`config.mk`:
```
export PLATFORM = sky130hd
export DESIGN_NAME = dp_ram_fifo_ctrl
export DESIGN_NICKNAME = d
export VERILOG_FILES = /design/src/rtl/dp_ram_pkg.sv /design/src/rtl/dp_ram_rdbuf.sv /design/src/rtl/dp_ram_fifo_ctrl.sv
export SDC_FILE = /design/constraint.sdc
export NUM_CORES = 1
export LEC_CHECK = 0
export CAP_MARGIN = 10
export CORE_MARGIN = 3
export CORE_UTILIZATION = 38
export CTS_CLUSTER_SIZE = 25
export DETAILED_ROUTE_END_ITERATION = 16
export PLACE_DENSITY = 0.68
export REMOVE_ABC_BUFFERS = 1
export SYNTH_ARGS = -nofsm -noshare
export SYNTH_HDL_FRONTEND = slang
export SYNTH_SLANG_ARGS = --single-unit
```
`constraint.sdc`:
```
create_clock -name clk -period 3.9 [get_ports clk]
set_clock_uncertainty 0.1 [all_clocks]
set_input_delay 0.975 -clock clk [delete_from_list [all_inputs] [get_ports clk]]
set_output_delay 0.975 -clock clk [all_outputs]
set_load 0.05 [all_outputs]
```
`src/rtl/dp_ram_pkg.sv`:
```
// Shared sizing and types for dp_ram and the FIFO controller that drives it.
package dp_ram_pkg;
  localparam int ADDR_W = 5;
  localparam int DATA_W = 8;
  localparam int DEPTH  = 1 << ADDR_W;

  typedef logic [ADDR_W-1:0] addr_t;
  typedef logic [DATA_W-1:0] data_t;
  typedef logic [ADDR_W:0]   cnt_t;
endpackage

```
`src/rtl/dp_ram_rdbuf.sv`:
```
// Two-entry in-order buffer catching RAM read data; head is always entry 0.
module dp_ram_rdbuf
  import dp_ram_pkg::*;
(
  input  logic              clk,
  input  logic              rst_n,
  input  logic              push,
  input  logic [DATA_W-1:0] push_data,
  input  logic              pop,
  output logic [DATA_W-1:0] head,
  output logic [1:0]        cnt
);
  data_t e0, e1;

  assign head = e0;

  // Pop is only ever requested with cnt != 0 and push never overflows, so
  // the unlisted corner cases need no handling.
  always_ff @(posedge clk or negedge rst_n) begin
    if (!rst_n) begin
      e0  <= '0;
      e1  <= '0;
      cnt <= '0;
    end else begin
      case ({push, pop})
        2'b10: begin
          if (cnt == 2'd0) e0 <= push_data;
          else             e1 <= push_data;
          cnt <= cnt + 2'd1;
        end
        2'b01: begin
          e0  <= e1;
          cnt <= cnt - 2'd1;
        end
        2'b11: begin
          if (cnt == 2'd1) begin
            e0 <= push_data;
          end else begin
            e0 <= e1;
            e1 <= push_data;
          end
        end
        default: ;
      endcase
    end
  end
endmodule

```
`src/rtl/dp_ram_fifo_ctrl.sv`:
```
// Streams bytes through an external 1R/1W dp_ram as a FIFO, hiding its read latency.
module dp_ram_fifo_ctrl
  import dp_ram_pkg::*;
(
  input  logic              clk,
  input  logic              rst_n,
  input  logic              s_valid,
  output logic              s_ready,
  input  logic [DATA_W-1:0] s_data,
  output logic              m_valid,
  input  logic              m_ready,
  output logic [DATA_W-1:0] m_data,
  output logic              ram_wr_en,
  output logic [ADDR_W-1:0] ram_wr_addr,
  output logic [DATA_W-1:0] ram_w_data,
  output logic              ram_rd_en,
  output logic [ADDR_W-1:0] ram_rd_addr,
  input  logic [DATA_W-1:0] ram_r_data,
  output logic [ADDR_W:0]   count
);
  addr_t      wr_ptr, rd_ptr;
  cnt_t       mem_cnt;
  logic       inflight;
  logic [1:0] ob_cnt;
  logic       run;
  logic       pop;
  logic       wr_fire;

  assign count = mem_cnt + cnt_t'(inflight) + cnt_t'(ob_cnt);

  // run keeps s_ready low through reset and for the edge that releases it.
  assign s_ready     = run && (count < cnt_t'(DEPTH));
  assign wr_fire     = s_valid && s_ready;
  assign ram_wr_en   = wr_fire;
  assign ram_wr_addr = wr_ptr;
  assign ram_w_data  = s_data;

  assign m_valid = (ob_cnt != 2'd0);
  assign pop     = m_valid && m_ready;

  // Issue only if the buffer will have room once this read returns.
  assign ram_rd_en   = (mem_cnt != '0) &&
                       ((3'(ob_cnt) + 3'(inflight)) < (3'd2 + 3'(pop)));
  assign ram_rd_addr = rd_ptr;

  always_ff @(posedge clk or negedge rst_n) begin
    if (!rst_n) begin
      wr_ptr   <= '0;
      rd_ptr   <= '0;
      mem_cnt  <= '0;
      inflight <= 1'b0;
      run      <= 1'b0;
    end else begin
      run      <= 1'b1;
      inflight <= ram_rd_en;
      if (wr_fire)   wr_ptr <= wr_ptr + addr_t'(1);
      if (ram_rd_en) rd_ptr <= rd_ptr + addr_t'(1);
      case ({wr_fire, ram_rd_en})
        2'b10:   mem_cnt <= mem_cnt + cnt_t'(1);
        2'b01:   mem_cnt <= mem_cnt - cnt_t'(1);
        default: ;
      endcase
    end
  end

  dp_ram_rdbuf u_rdbuf (
    .clk       (clk),
    .rst_n     (rst_n),
    .push      (inflight),
    .push_data (ram_r_data),
    .pop       (pop),
    .head      (m_data),
    .cnt       (ob_cnt)
  );
endmodule

```
Word-level counts from Yosys, hierarchy flattened
Cells that the tools add are included.
{"block": "totals", "out_inout_bits": 36, "elab_cells": 50, "in_bits": 20, "register_bits": 36}
{"block": "classes", "n_reduce_logical": 13, "n_addsub": 10, "order_cmp": 2, "n_mux": 8, "eq_ne": 9}
{"op": "two-way mux 8 bit", "n": 4}
{"op": "one-hot mux 8 bit (3 select lines)", "n": 1}
{"op": "one-hot mux 8 bit (2 select lines)", "n": 1}
{"op": "one-hot mux 6 bit (2 select lines)", "n": 1}
{"op": "adder 5 x 1 -> 5 bit (second input constant)", "n": 2}
{"op": "nonzero test 2 bit", "n": 4}
{"op": "adder 6 x 1 -> 6 bit", "n": 1}
{"op": "adder 6 x 1 -> 6 bit (second input constant)", "n": 1}
{"op": "adder 6 x 2 -> 6 bit", "n": 1}
{"op": "== test 2 x 1 -> 1 bit (second input constant)", "n": 3}
{"op": "== test 2 bit (second input constant)", "n": 3}
{"op": "less-than comparator 6 bit (second input constant)", "n": 1}
{"op": "nonzero test 6 bit", "n": 1}
{"op": "subtractor 6 x 1 -> 6 bit (second input constant)", "n": 1}
{"op": "logical AND 1 bit", "n": 4}
{"op": "inequality test 2 bit (second input constant)", "n": 2}
{"op": "one-hot mux 2 bit (2 select lines)", "n": 1}
{"op": "adder 2 x 1 -> 3 bit", "n": 1}
{"op": "adder 2 x 1 -> 3 bit (first input constant)", "n": 1}
{"op": "less-than comparator 3 bit", "n": 1}
{"op": "AND reduction 3 bit", "n": 1}
{"op": "nonzero test 3 bit", "n": 1}
{"op": "adder 2 x 1 -> 2 bit (second input constant)", "n": 1}
{"op": "zero test 2 bit", "n": 1}
{"op": "3 further kinds", "n": 3}

Logic depth before layout (Yosys ltp)
Gate-level depths: netlist of the first run.
{"block": "depth", "word_depth": 7, "depth_mapped": 14, "depth_no_buf": 14}

Hierarchy
Synthesis of the first run repeated with hierarchy kept, for this count alone.
{"block": "unflattened", "cells_unflattened": 192, "area_unflattened_um2": 2122.0}
{"module": "dp_ram_fifo_ctrl", "area_each_um2": 1171.1, "n_inst": 1, "seq_area_each_um2": 450.4, "cells_per_inst": 106}
{"module": "dp_ram_rdbuf", "area_each_um2": 950.9, "n_inst": 1, "seq_area_each_um2": 450.4, "cells_per_inst": 86}

Least setup slack after synthesis of the first run
Ideal clock, no wire load.
{"block": "synth_path", "path_type": "input port to flip-flop", "startpoint": "input m_ready", "endpoint": "register mem_cnt[5]", "path_buffers": 0, "stages": 10, "setup_time_ps": 79, "arrival_ps": 3580, "required_time_ps": 3721, "path_slack_ps": 141, "cell_sequence": "nand2b_4 -> o21a_1 -> a311oi_4 -> ha_1 -> ha_1 -> a211oi_2 -> nor2_1 -> or4_4 -> o211ai_2 -> xor2_1"}
{"block": "synth_via", "elab_chain_cells": 6, "elab_cells_between_ends": 8, "classes_between": "add/sub (1); order compare (1); eq/ne (2); mux (1); reduce/logical (3)"}
{"item": "start: declaration", "line_no": "dp_ram_fifo_ctrl.sv:11", "rtl": "input logic m_ready,"}
{"item": "logical AND 1 bit (*)", "line_no": "dp_ram_fifo_ctrl.sv:39", "rtl": "assign pop = m_valid && m_ready;"}
{"item": "adder 2 x 1 -> 3 bit (*)", "line_no": "dp_ram_fifo_ctrl.sv:43", "rtl": "((3'(ob_cnt) + 3'(inflight)) < (3'd2 + 3'(pop)));"}
{"item": "less-than comparator 3 bit (*)", "line_no": "dp_ram_fifo_ctrl.sv:43"}
{"item": "logical AND 1 bit (*)", "line_no": "dp_ram_fifo_ctrl.sv:42", "rtl": "assign ram_rd_en = (mem_cnt != '0) &&"}
{"item": "via ram_rd_en", "line_no": "dp_ram_fifo_ctrl.sv:16", "rtl": "output logic ram_rd_en,"}
{"item": "== test 2 x 1 -> 1 bit or == test 2 bit (tied branches)", "line_no": "dp_ram_fifo_ctrl.sv:58", "rtl": "case ({wr_fire, ram_rd_en})"}
{"item": "one-hot mux 6 bit (2 select lines) or nonzero test 2 bit (tied branches)"}
{"item": "end signal: assignment", "line_no": "dp_ram_fifo_ctrl.sv:59", "rtl": "2'b10: mem_cnt <= mem_cnt + cnt_t'(1);"}
{"item": "end signal: assignment", "line_no": "dp_ram_fifo_ctrl.sv:60", "rtl": "2'b01: mem_cnt <= mem_cnt - cnt_t'(1);"}
{"item": "end: declaration", "line_no": "dp_ram_fifo_ctrl.sv:22", "rtl": "cnt_t mem_cnt;"}
Mark *: on every way through the listed nets, which the timed path passes. The rest lies on a longest branch.
A chain may end at the register's enable or synchronous reset.

Final worst setup path of the first run
{"block": "layout_path", "startpoint": "register mem_cnt[0]", "endpoint": "output count[2]"}
{"block": "layout_via", "elab_chain_cells": 2}
{"item": "adder 6 x 1 -> 6 bit", "line_no": "dp_ram_fifo_ctrl.sv:29", "rtl": "assign count = mem_cnt + cnt_t'(inflight) + cnt_t'(ob_cnt);"}
{"item": "adder 6 x 2 -> 6 bit", "line_no": "dp_ram_fifo_ctrl.sv:29"}
{"item": "end: declaration", "line_no": "dp_ram_fifo_ctrl.sv:19", "rtl": "output logic [ADDR_W:0] count"}
Every way passes these cells.

==> impl_metrics.json, run 1 <==
{
  "status": "finished clean",
  "synth_ff_type": "dfrtp_1",
  "maxCapViolCount": 0,
  "netlist_area_sq_um": 2000,
  "area_growth_pct": 27.9,
  "ys_seq_elements": 36,
  "synth_common_cells": "dfrtp_1 (36), nand2_1 (16), ha_1 (15)",
  "grtUsageTotal": 0.128,
  "whs_ns": 0.373,
  "synthArstFlopShare": 1.00,
  "cts_sinks": 36,
  "syn_inst": 176,
  "io_buffers": 39,
  "synth.top_cell.area_share": 0.449,
  "seq_area_frac_synth": 0.449,
  "place_hpwl_mm": 2.80,
  "placedCellCount": 276,
  "cts_root_buf": "clkbuf_8",
  "die_h_um": 78.6,
  "path_cells": "inv_1 -> fa_1 -> inv_1 -> fa_1 -> xor2_1 -> clkdlybuf4s50_1",
  "grt_pass1_vias": 1388,
  "multi_input_area_sq_um": 982,
  "cts_tree": "yes",
  "synth_area_leader_cell": "dfrtp_1",
  "io-pin-count": 56,
  "maxSlewViolCount": 0,
  "globalplace.congestion": 0.816,
  "drc": 0,
  "routed_via_density": 4.86,
  "ant_nets": 0,
  "die_x_um": 78.6,
  "postLayoutSetupSlackWorst_ns": 0.208,
  "final_cells": 284,
  "ys_types": 39,
  "die_area_sq_um": 6180,
  "dp_slack_ns": 0.0521,
  "finalSetupViolations": 0,
  "critical-path-max-stage-delay_ns": 0.82,
  "criticalPathCategory": "flip-flop to output pin",
  "yosysWarnings": 0,
  "synth_edf_count": 0,
  "fin_setup_tns_ns": 0,
  "hold_buffers": 0,
  "seq_area_sq_um": 901,
  "vias": 1379,
  "nFillCells": 471,
  "grt_max_degree": 37,
  "insertion_delay_ns": 0.29,
  "final_hold_viol_count": 0,
  "core_sq_um": 4910,
  "whs_path_depth": 1,
  "crit_fanout": 4,
  "netlist_top_cells_area": "dfrtp_1 (45%), ha_1 (9.4%), mux2_2 (5.1%)",
  "num_rows": 25,
  "worst_pin_slew_ns": 0.583,
  "routed_wl_mm": 3.69,
  "initial_core_util": 0.408,
  "slowest_stage": "clkdlybuf4s50_1",
  "grt_overflow": 0,
  "required_ns": 2.82,
  "diodes": 0,
  "grt_pass1_wl_mm": 6.35,
  "htreeDepth": 2,
  "antenna_found_initial": 0,
  "wl_per_cell_um": 13.0,
  "cp-start-kind": "flip-flop",
  "fin_crit_sh": 0.947,
  "cts.path.max_buffers": 2,
  "drtIter0Drc": 34,
  "syn_area_per_cell_sq_um": 11.4,
  "crit_arrival_ns": 2.62,
  "cts.clk_slew.worst_paths_ns": 0.08,
  "max_freq_mhz": 271,
  "yosysMostFrequentCell": "dfrtp_1",
  "rr_worst_depth": 13,
  "min_path_type": "flip-flop to flip-flop",
  "nNetsFinal": 254,
  "rsz0062_at_grt": "no",
  "relSlewSlack": 0.608,
  "drtPass1Iterations": 4,
  "cts_buffers": 5,
  "drive_gt1_frac": 0.157,
  "worstSetupEndpointType": "output pin",
  "period_minus_slack_ns": 3.69
}
## metrics by stage
stage	area, sq um	util
floorplan	1940	-
global placement	2440	0.498
detailed placement	2440	0.498
CTS	2560	0.521
global route	2560	0.522
finish	2560	0.522
## layout by cell type (no fill, tap or decap), types with 2 or more instances in the layout
master,count
nand4_1,4
o21a_1,2
nor2_1,3
clkdlybuf4s50_1,33
xnor2_1,10
a21o_1,3
buf_4,6
fa_1,3
a22oi_1,8
inv_1,13
a21oi_1,3
dfrtp_1,36
xor2_1,7
mux2_2,9
ha_1,15
o211ai_2,2
o21ai_0,12
dlymetal6s2s_1,3
nand2_1,16
clkbuf_8,5
## worst max-delay path: cells and delay by family, from the launching register on
kind	cells	cell delay, ns
adder cells (fa/ha/maj)	2	0.69
flip-flops	1	0.42
buffers and inverters	3	1.06
XOR/XNOR	1	0.16
## routing by layer
| metal | wire (um) | global-route usage | part of all wire |
|---|---|---|---|
| met1 | 1670 | 0.160 | 0.45 |
| met2 | 1710 | 0.204 | 0.46 |
| met3 | 271 | 0.0562 | 0.073 |
| met4 | 41 | 0.0315 | 0.011 |
| met5 | 0 | 0 | 0 |
## path summary, 6_finish.rpt
| kind | start | endpoint | slack [ns] |
|---|---|---|---|
| max | mem_cnt[0] | count[2] | 0.21 |
| min | ram_wr_addr[4] | ram_wr_addr[4] | 0.37 |
| max reg2reg | mem_cnt[0] | mem_cnt[5] | 0.36 |
| min reg2reg | ram_wr_addr[4] | ram_wr_addr[4] | 0.37 |
| max in group asynchronous | rst_n | ram_wr_addr[2] | 2.38 |
| min in group asynchronous | rst_n | u_rdbuf.head[6] | 1.01 |
## state kept, by name (all words and copies together), names as in the netlist
name          count
u_rdbuf.cnt       2
ram_wr_addr       5
run               1
ram_rd_addr       5
u_rdbuf.head      8
inflight          1
mem_cnt           6
u_rdbuf.e1        8
## final cells by class
class                   instances  share of cell area
clock buffers                   5              0.0268
clock inverters                 3              0.0166
inverters                      14              0.0205
multi-input cells             116               0.383
flip-flops and latches         36               0.351
well taps                      67              0.0327
repair buffers                 43               0.169
## cells by family (layout without fill, tap and decap cells)
group                    Yosys count  after routing  share of synthesized area
other                              1              1                    0.00187
XOR/XNOR                          18             18                     0.0824
multiplexers                      11             11                     0.0612
buffers and inverters             24             65                     0.0605
adder cells (fa/ha/maj)           18             18                      0.124
AO/OA/AOI/OAI                     37             37                      0.137
flip-flops                        36             36                      0.449
AND/OR/NAND/NOR                   31             31                     0.0836
## timing repair
| item | in CTS | in global routing |
|---|---|---|
| resized for setup | 0 | 3 |
| setup buffers | 0 | 0 |
| setup endpoints to repair | 0 | 3 |
Power of run 1 is left out: the tool's default activity adds up to more than one toggle a clock period on the data nets, which glitch-free logic cannot reach.
==> run 2: changes to the inputs <==
- ABC_AREA: unset -> 0
==> results of run 2 <==
No change in the layout: final DEF, timing and power equal those of run 1.
Power of run 2 is left out for the same reason.
==> run 3: changes to the inputs <==
- ABC_CLOCK_PERIOD_IN_PS: unset -> 3900
==> results of run 3 <==
No change in the layout: final DEF, timing and power equal those of run 1.
Power of run 3 is left out for the same reason.
